`src/rtl/tms9918_video_timing.sv`:
```
// TMS9918 native-rate raster generator: 342-pixel lines, NTSC/PAL frame
// heights, sync/burst gates, backdrop substitution and a one-tick pixel fetch.
module tms9918_video_timing #(
  parameter int V_BOTTOM_BORDER = 24,
  parameter int V_TOP_BORDER    = 27
) (
  input  logic       clk,
  input  logic       reset_n,
  input  logic       clk_en,
  input  logic       blank,
  input  logic [0:3] backdrop,
  input  logic [0:3] pixel_color,
  output logic       pixel_req,
  output logic [0:7] pixel_x,
  output logic [0:7] pixel_y,
  output logic       sync_h,
  output logic       cburst,
  output logic       sync_v,
  output logic [0:3] color,
  output logic       frame_start
);

  localparam int V_TOTAL      = 192 + V_BOTTOM_BORDER + 3 + 3 + 13 + V_TOP_BORDER;
  localparam int VW           = (V_TOTAL > 256) ? $clog2(V_TOTAL) : 8;
  localparam int V_BOT_END    = 192 + V_BOTTOM_BORDER;
  localparam int V_SYNC_START = V_BOT_END + 3;
  localparam int V_SYNC_END   = V_SYNC_START + 3;
  localparam int V_TOP_START  = V_SYNC_END + 13;

  localparam logic [8:0]    H_LAST = 9'd341;
  localparam logic [VW-1:0] V_LAST = VW'(V_TOTAL - 1);

  logic [8:0]    h;
  logic [VW-1:0] v;

  logic h_sync, h_burst, h_act, h_bord, h_req;
  logic v_act, v_bord, v_sync;
  logic [0:3] color_nxt;

  // Horizontal decode
  always_comb begin
    h_sync  = (h <= 9'd25);
    h_burst = (h >= 9'd28) && (h <= 9'd41);
    h_act   = (h >= 9'd63) && (h <= 9'd318);
    h_bord  = ((h >= 9'd50) && (h <= 9'd62)) || ((h >= 9'd319) && (h <= 9'd333));
    h_req   = (h >= 9'd62) && (h <= 9'd317);
  end

  // Vertical decode; the border bands shrink to nothing if a border parameter is 0
  always_comb begin
    v_act  = (v <= VW'(191));
    v_bord = ((v >= VW'(192)) && (v < VW'(V_BOT_END))) || (v >= VW'(V_TOP_START));
    v_sync = (v >= VW'(V_SYNC_START)) && (v < VW'(V_SYNC_END));
  end

  // A border-v line crossing active-h is border, so active needs both axes
  always_comb begin
    color_nxt = 4'h0;
    if (h_act && v_act)
      color_nxt = blank ? backdrop : pixel_color;
    else if ((h_act || h_bord) && (v_act || v_bord))
      color_nxt = backdrop;
  end

  // Fetch runs one tick ahead of display: request at h, colour consumed at h+1
  assign pixel_req = clk_en && v_act && h_req;
  assign pixel_x   = 8'(h - 9'd62);
  assign pixel_y   = v[7:0];

  always_ff @(posedge clk or negedge reset_n) begin
    if (!reset_n) begin
      h           <= '0;
      v           <= '0;
      sync_h      <= 1'b0;
      cburst      <= 1'b0;
      sync_v      <= 1'b0;
      color       <= 4'h0;
      frame_start <= 1'b0;
    end else if (clk_en) begin
      if (h == H_LAST) begin
        h <= '0;
        v <= (v == V_LAST) ? '0 : v + 1'b1;
      end else begin
        h <= h + 1'b1;
      end
      sync_h      <= h_sync;
      cburst      <= h_burst && !v_sync;
      sync_v      <= v_sync;
      color       <= color_nxt;
      frame_start <= (h == '0) && (v == '0);
    end
  end

endmodule

```
`config.mk`:
```
export PLATFORM = sky130hd
export DESIGN_NAME = tms9918_video_timing
export DESIGN_NICKNAME = d
export VERILOG_FILES = /design/src/rtl/tms9918_video_timing.sv
export SDC_FILE = /design/constraint.sdc
export NUM_CORES = 1
export LEC_CHECK = 0
export ABC_AREA = 1
export CAP_MARGIN = 20
export CORE_MARGIN = 1.5
export CORE_UTILIZATION = 50
export CTS_BUF_LIST = sky130_fd_sc_hd__clkbuf_8
export CTS_CLUSTER_DIAMETER = 30
export DETAILED_ROUTE_END_ITERATION = 7
export MAX_ROUTING_LAYER = met4
export PLACE_DENSITY = 0.81
export SLEW_MARGIN = 0
export SYNTH_ARGS = -nofsm -noshare
export SYNTH_HDL_FRONTEND = slang
export SYNTH_SLANG_ARGS = --single-unit
```
`constraint.sdc`:
```
create_clock -name clk -period 1.9 [get_ports clk]
set_input_delay 0.285 -clock clk [delete_from_list [all_inputs] [get_ports clk]]
set_output_delay 0.285 -clock clk [all_outputs]
set_load 0.01 [all_outputs]
```
Yosys cells after proc, flatten, opt, wreduce, memory -nomap -nowiden:

Cells that the tools add are included.
W data, S select, Z words.

* bits of input ports: 12
* word-level logic and storage cells: 55
* flip-flop bits (word level): 26

* $add $sub $neg: 3
* muxes and demuxes: 5
* magnitude comparators: 17
* reduce and logical (&&, ||, !) cells: 21
* equality and inequality tests: 2

Operator list (number)
* $ge A9 B6 Y1 const B: 3
* $ge A9 B8 Y1 const B: 3
* $le A9 B9 Y1 const B: 3
* $add A9 B1 Y9 const B: 2
* $eq A9 B9 Y1 const B: 2
* $le A9 B6 Y1 const B: 2
* $logic_not A9 Y1: 2
* $lt A9 B8 Y1 const B: 2
* $mux W9: 2
* $logic_and A1 B1 Y1: 13
* $mux W4: 3
* $ge A9 B5 Y1 const B: 1
* $ge A9 B9 Y1 const B: 1
* $le A9 B5 Y1 const B: 1
* $le A9 B8 Y1 const B: 1
* $sub A8 B6 Y8 const B: 1
* $logic_or A1 B1 Y1: 4
* $reduce_and A2 Y1: 1
* $logic_not A1 Y1: 1

Logic depth before layout (Yosys ltp):

Gate-level depths: netlist of the first run.

* word-level depth: 7
* gate-level depth with buffers: 11
* depth with buffers taken out: 11

Least setup slack after synthesis of the first run:

No wires, ideal clock.

* path kind: register to output
* start: reg v[0]
* end: out pixel_req
* arrival: 1.572 ns
* cell stages (with the launch flop): 8
* slack: 0.043 ns
* path buffers: 0
* path through: dfrtp_1 ha_1 inv_1 nor3_4 nand2_1 nand2_2 inv_1 nor4_1

* cells in the longest elaborated chain, start to end: 3

RTL lines
* from (decl): RTL line 34 `logic [VW-1:0] v;`
* from (signal assigned): RTL line 82 `v <= (v == V_LAST) ? '0 : v + 1'b1;`
* $le A9 B8 Y1: RTL line 51 `v_act = (v <= VW'(191));`
* $logic_and A1 B1 Y1 (2 in series): RTL line 66 `assign pixel_req = clk_en && v_act && h_req;`
* to (decl): RTL line 13 `output logic pixel_req,`

Every way passes these cells.

Final worst setup path of the first run:

* start: reg h[2]
* end: out pixel_req

* cells in the longest elaborated chain, start to end: 3

RTL lines
* from (decl): RTL line 33 `logic [8:0] h;`
* from (signal assigned): RTL line 84 `h <= h + 1'b1;`
* $ge A9 B6 Y1 or $le A9 B9 Y1 (tied branches): RTL line 46 `h_req = (h >= 9'd62) && (h <= 9'd317);`
* $logic_and A1 B1 Y1 *: RTL line 46
* $logic_and A1 B1 Y1 *: RTL line 66

Mark *: on every way between the ends. The rest lies on a longest branch, timed or not.

==> reports/summary.txt, run 1 <==
Reg-to-Reg Start: h[5]
Peak VDD IR: 0.000592 V
Critical path class: reg -> out
Xor and xnor fraction of the mapped netlist area: 4.45%
Pwr dens: 1030 nW/um^2
Metal-1 WL: 2620 um
Flop-to-flop setup slack: 30 ps
Post-synthesis adder-cell area fraction: 6.94%
Placed cell count: 409
Clock Skews: 5.41 ps
Syn Nets: 313
WL met2: 3130 um
Layout cells sized above 1: 30.6%
Mapped Area: 2160 um^2
Vias/cell: 5.28
Die area: 4730 um^2
# H-tree levels: 1
Worst slew pin tran: 385 ps
Max-Cap Viols: 0
Status: complete, but fails checks
Final min period: 2030 ps
Netlist cell types: 38
Routed wire per std cell: 14.7 um
Hold violation total from the final report: 0
Post-synth EDFFs: 0
1st-pass router iterations: 4
Final #Nets: 394
Die Width: 68.8 um
Mux share of post-synthesis cell area: 2.31%
CP Launch Type: flop
RSZ-0062 raised after global routing: yes
Hold Crit Class: in -> async
Ant diodes: 0
Drt initial violations: 129
Failing checks: setup timing
Post-synth top area share: 30.1%
TritonCTS Buffers: 3
Crit-path max FO: 2
Post-detail-place hpwl: 4620 um
Main synth FF type: dfrtp_1
Commonest cells post-synth: 46 x nand2_1, 34 x inv_1, 31 x nor2_1
Clk slew on worst S/H paths: 100 ps
Largest net degree at the start of global routing: 27
Congestion Overflow GR: 0
Io pins: 37
Buffers added on ports: 36
Vias in the first global route: 2024
Core footprint: 4090 um^2
Final period util: 107%
Yosys top cell by area: dfrtp_1
Worst reg2reg endpoint: h[8]
DRC: 0
Top Layer Used: met4
Worst endpoint required time: 1620 ps
Worst path cell trace: buf_6 -> buf_6 -> ha_4 -> nand2_2 -> nand2_1 -> nand2_1 -> a32oi_1 -> nor4_1 -> buf_2
Most common cell in the netlist: nand2_1
Worst R2R Path Depth: 9
Skew-Pair Late Insertion Delay: 280 ps
Starting Density: 52.9%
Delay of the slowest critical-path stage: 400 ps
Routed Antenna Nets: 0
Area contributors post-synth: dfrtp_1 30%, nand2_1 8.0%, ha_1 6.9%, nand3_1 6.7%, inv_1 5.9%
Clock Path Buffers: 2
Post-Synthesis Cells: 289
Tot GR Track Use: 26.6%
Std cell rows: 23
Fin worst setup slack: -127 ps
Layout area overhead: 40.9%
F_max: 493 MHz
Final WL: 6150 um
Routability Congestion: 0.972
Final setup fails: 2
Compound-gate portion of the synthesized area: 9.02%
TritonCTS clock tree: built
Avg Cell Area, Syn: 7.49 um^2
WHS: 379 ps
Async SR Flop Fraction: 100%
CP max stage cell: dfrtp_1
Clk sink count: 26
Simple-gate area share of the yosys netlist: 34.4%
Slew headroom: 74.1%
Worst EP arrival: 1740 ps
Pleak: 1.47 nW
Max-slew violations: 0
DR WL met3: 272 um
Global-route wire length before repair: 9110 um
Non-filler cells, final: 419
Largest family of logic cells by synthesized area: simple AND/OR/NAND/NOR gates
CTS Root Cell: clkbuf_8
CP Capture Type: output port
Register area share after synthesis: 30.1%
Synth warnings: 0
Antenna violations before repair: 0
Die height: 68.8 um
Yosys reg bits: 26
Routed vias: 2211
==> registers in the layout, indices dropped and copies added, names as in the netlist <==
name / count
v: 9
h: 9
cburst: 1
color: 4
sync_v: 1
sync_h: 1
frame_start: 1
==> placed cells by master, fill, tap and decap left out, types with 2 or more instances in the layout <==
cell type and count:
ha_4 3, o21ai_0 14, clkdlybuf4s15_1 2, inv_2 9, nor4_1 4, nand3_1 24, inv_1 29, clkdlybuf4s50_1 28
nand2_2 6, nor3_1 9, nor2_4 5, nand3_4 3, buf_4 53, nor2_2 3, a21oi_1 7, nand4_1 9
ha_1 8, nand2_1 44, mux2i_1 5, nor2_1 28, buf_6 4, buf_2 4, a21oi_2 4, nand3_2 6
dfrtp_1 26, xor2_1 10, clkbuf_8 4
==> routing by layer <==
| layer | global-route usage [%] | vias to the layer above |
|---|---|---|
| li1 | - | 1099 |
| met1 | 31.4 | 1039 |
| met2 | 48.1 | 60 |
| met3 | 3.73 | 13 |
| met4 | 5.88 | 0 |
| met5 | - | - |
==> metrics by stage <==
stage	instance area [um^2]	power, mW	setup WS (ps)	TNS (ps)	util, %
3_3_place_gp	2850	2.54	-183	-265	69.7
6_report	3050	3.15	-127	-131	74.6
3_5_place_dp	2850	2.57	-196	-422	69.7
4_1_cts	2910	2.92	-85.8	-85.8	71.2
2_1_floorplan	2160	1.72	42.5	0	-
5_1_grt	3050	3.39	-209	-579	74.6
==> final cells by class <==
type                       instances  area (um^2)
inverter                          39          146
timing repair buffer              93          785
sequential                        26          651
clock buffer                       4         55.1
multi-input combinational        207         1350
fill                             317         1040
tap                               50         62.6
==> how the worst max path moves through the flow <==
stage	startpoint	endpoint	slack [ps]
final	h[2]	pixel_req	-130
after global routing	h[1]	pixel_req	-210
after CTS	h[2]	pixel_req	-90
after detailed placement	v[0]	pixel_req	-200
after global placement	v[0]	pixel_req	-180
after floorplan	v[0]	pixel_req	40
==> critical path: cells and delay by family (launching register included) <==
| family | cells | cell delay (ps) |
|---|---|---|
| and+or+nand+nor | 4 | 440 |
| buffers and inverters | 3 | 420 |
| DFF | 1 | 400 |
| adders and majority gates | 1 | 140 |
| AOI/OAI and AO/OA | 1 | 60 |
==> repair_timing <==
| item | in CTS | in global routing |
|---|---|---|
| hold buffers | 0 | 0 |
| cloned | 0 | 1 |
| gates resized for setup | 23 | 32 |
| setup endpoints to repair | 7 | 15 |
| pin swaps | 0 | 18 |
| buffers inserted | 3 | 3 |
==> logic make-up after synthesis <==
| group | count (synthesis) |
|---|---|
| XOR/XNOR | 11 |
| multiplexers | 5 |
| buffers and inverters | 57 |
| flip-flops | 26 |
| adder cells (fa/ha/maj) | 12 |
| AO/OA/AOI/OAI | 32 |
| AND/OR/NAND/NOR | 146 |
==> where the power goes <==
| group | switching [mW] | total, mW | internal [mW] |
|---|---|---|---|
| Combinational | 1.07 | 2.00 | 0.935 |
| Sequential | 0.116 | 0.779 | 0.663 |
| Clock | 0.187 | 0.372 | 0.186 |
Power figures use the tool's default switching activity.
==> run 2: changes to the inputs <==
--- a/config.mk
+++ b/config.mk
@@ -5,7 +5,7 @@
 export SDC_FILE = /design/constraint.sdc
 export NUM_CORES = 1
 export LEC_CHECK = 0
-export ABC_AREA = 1
+export ABC_AREA = 0
 export CAP_MARGIN = 20
 export CORE_MARGIN = 1.5
 export CORE_UTILIZATION = 50
@@ -13,7 +13,7 @@
 export CTS_CLUSTER_DIAMETER = 30
 export DETAILED_ROUTE_END_ITERATION = 7
 export MAX_ROUTING_LAYER = met4
-export PLACE_DENSITY = 0.81
+export PLACE_DENSITY = 0.82
 export SLEW_MARGIN = 0
 export SYNTH_ARGS = -nofsm -noshare
 export SYNTH_HDL_FRONTEND = slang
==> reports/summary.txt, run 2 <==
# H-tree levels: 1
Routed wire per std cell: 18.9 um
Pint: 1.51 mW
TritonCTS clock tree: built
Final setup fails: 7
Most common library cell in the layout ignoring fill and taps: buf_4
Total power: 2.53 mW
Hold Crit Class: in -> async
FILL cells: 223
Tot GR Track Use: 28.5%
Antenna violations before repair: 0
Clock Path Buffers: 2
Post-detail-place hpwl: 4090 um
Flop pwr share: 30.6%
Worst slew pin tran: 671 ps
Synth warnings: 0
Post-synth EDFFs: 0
Register area share after synthesis: 32.5%
1st-pass router iterations: 5
Layout area overhead: 53.0%
Peak VDD IR: 0.000680 V
Pleak: 1.34 nW
Vias in the first global route: 1935
Slew headroom: 54.7%
Starting Density: 53.4%
Routed vias: 2240
Final min period: 2090 ps
Die area: 4390 um^2
Worst R2R Path Depth: 7
Worst endpoint required time: 1620 ps
Largest net degree at the start of global routing: 27
Switching Share: 40.4%
Most common cell in the netlist: dfrtp_1
Area of placed instances: 2680 um^2
Max-slew violations: 0
Main synth FF type: dfrtp_1
Buffers added on ports: 36
Final period util: 110%
Post-synth top area share: 32.5%
Post-route cell area: 3060 um^2
Fin worst setup slack: -191 ps
Crit-path max FO: 3
Max-Cap Viols: 0
Pwr dens: 826 nW/um^2
Congestion Overflow GR: 0
Multi-input logic area: 1460 um^2
CP Capture Type: output port
Clk sink count: 26
Vias/cell: 6.27
Clock Skews: 5.39 ps
Status: complete, but fails checks
Core footprint: 3740 um^2
Combinational group share of total power: 57.5%
Clock power frac: 12.0%
Yosys top cell by area: dfrtp_1
Hold violation total from the final report: 0
NetSw: 1.02 mW
Skew-Pair Late Insertion Delay: 270 ps
CTS Root Cell: clkbuf_8
Routed Antenna Nets: 0
Commonest cells post-synth: 26 x dfrtp_1, 22 x nand2_1, 14 x nand3_1, 14 x nor2_1, 12 x ha_1
Clk slew on worst S/H paths: 80 ps
Final WL: 6750 um
Failing checks: setup timing
Die Width: 66.3 um
Syn Nets: 255
Routability Congestion: 0.953
Global-route wire length before repair: 9380 um
Final #Nets: 335
Io pins: 37
Avg Cell Area, Syn: 8.66 um^2
Commonest non-fill, non-tap cells in the layout: 53 x buf_4, 29 x clkdlybuf4s50_1, 23 x dfrtp_1
Drt initial violations: 250
Ant diodes: 0
Register Area: 654 um^2
Yosys reg bits: 26
Netlist cell types: 52
F_max: 478 MHz
Std cell rows: 22
Final core occ: 81.8%
Critical path class: reg -> out
Die height: 66.3 um
DRC: 0
Layout cells sized above 1: 38.5%
TritonCTS Buffers: 3
Async SR Flop Fraction: 100%
Worst EP arrival: 1810 ps
RSZ-0062 raised after global routing: yes
Post-Synthesis Cells: 231
CP Launch Type: flop
Mapped Area: 2000 um^2
Largest regs: h (9), v (9), color (4)
Area contributors post-synth: dfrtp_1 33%, ha_1 7.5%, nand2_1 4.1%, xnor2_1 3.9%, buf_4 3.8%
[run 2: cell types whose count changed after synthesis, sizes merged, moves of 5 or more]
cell   before  now
and2        0    5
nor2       35   15
nor2b       0    8
nand2      51   23
and3        0    5
xor2       11    5
inv        38    9
a21oi      11    6
nor3       11    5
xnor2       0    9
nand3      33   14
[run 2: per-layer routing]
layer,wire length (um),vias to the layer above,track usage (%)
met3,528,39,3.58
li1,-,984,-
met1,2520,1073,36.7
met5,0,-,-
met4,308,0,5.36
met2,3400,144,48.5
[run 2: cells by family (layout without fill, tap and decap cells)]
| logic type | count (synthesis) | in the layout | synth area share (%) |
|---|---|---|---|
| compound gates | 48 | 48 | 17.9 |
| xor+xnor | 14 | 14 | 6.13 |
| fa+ha+maj | 12 | 12 | 7.50 |
| buf+inv | 30 | 108 | 7.94 |
| flops | 26 | 26 | 32.5 |
| mux | 1 | 1 | 0.500 |
| simple gates | 100 | 100 | 27.5 |
[run 2: worst paths after layout]
check	startpoint	endpoint	slack (ps)
max	v[0]	pixel_req	-190
min	reset_n	v[8]	380
max reg2reg	v[0]	color[0]	-150
min reg2reg	sync_h	sync_h	490
max in group asynchronous	reset_n	h[3]	1250
min in group clk	sync_h	sync_h	490
[run 2: cell type report]
cell class	instances	share of cell area, %
Inverter	9	1.19
Clock buffer	3	1.35
Tap cell	48	1.96
Multi-Input combinational cell	175	47.7
Timing Repair Buffer	96	26.5
Sequential cell	26	21.4
[run 2: power by group through the flow]
stage | sequential, mW | combinational [mW] | clock, mW
2_1_floorplan | 0.735 | 0.588 | 0
3_3_place_gp | 0.756 | 1.13 | 0
3_5_place_dp | 0.755 | 1.16 | 0
4_1_cts | 0.756 | 1.24 | 0.310
5_1_grt | 0.786 | 1.53 | 0.329
6_report | 0.773 | 1.45 | 0.303
[run 2: metrics by stage]
step           setup WS, ps  hold slack, ps  TNS [ps]  cells
6_report               -191             385      -750    357
5_1_grt                -277             403     -1160    357
4_1_cts                -195             397      -217    353
3_5_place_dp           -401             476     -1280    345
3_3_place_gp           -354             466     -1040    345
2_1_floorplan          1.44           -10.6         0    231
[run 2: worst max-delay path: stages, from the launching register on]
cell and delay [ps]:
dfrtp_1 430, ha_4 190, o41ai_4 90, buf_4 150, a211oi_2 270, o21ai_1 110, a21oi_1 140, buf_2 150
[run 2: what timing repair did]
action                     in CTS  in global routing
resized for setup              44                 41
cloned                          0                  0
setup endpoints to repair      16                 17
hold buffers                    0                  0
setup buffers                   5                  4
pin swaps                      15                 17
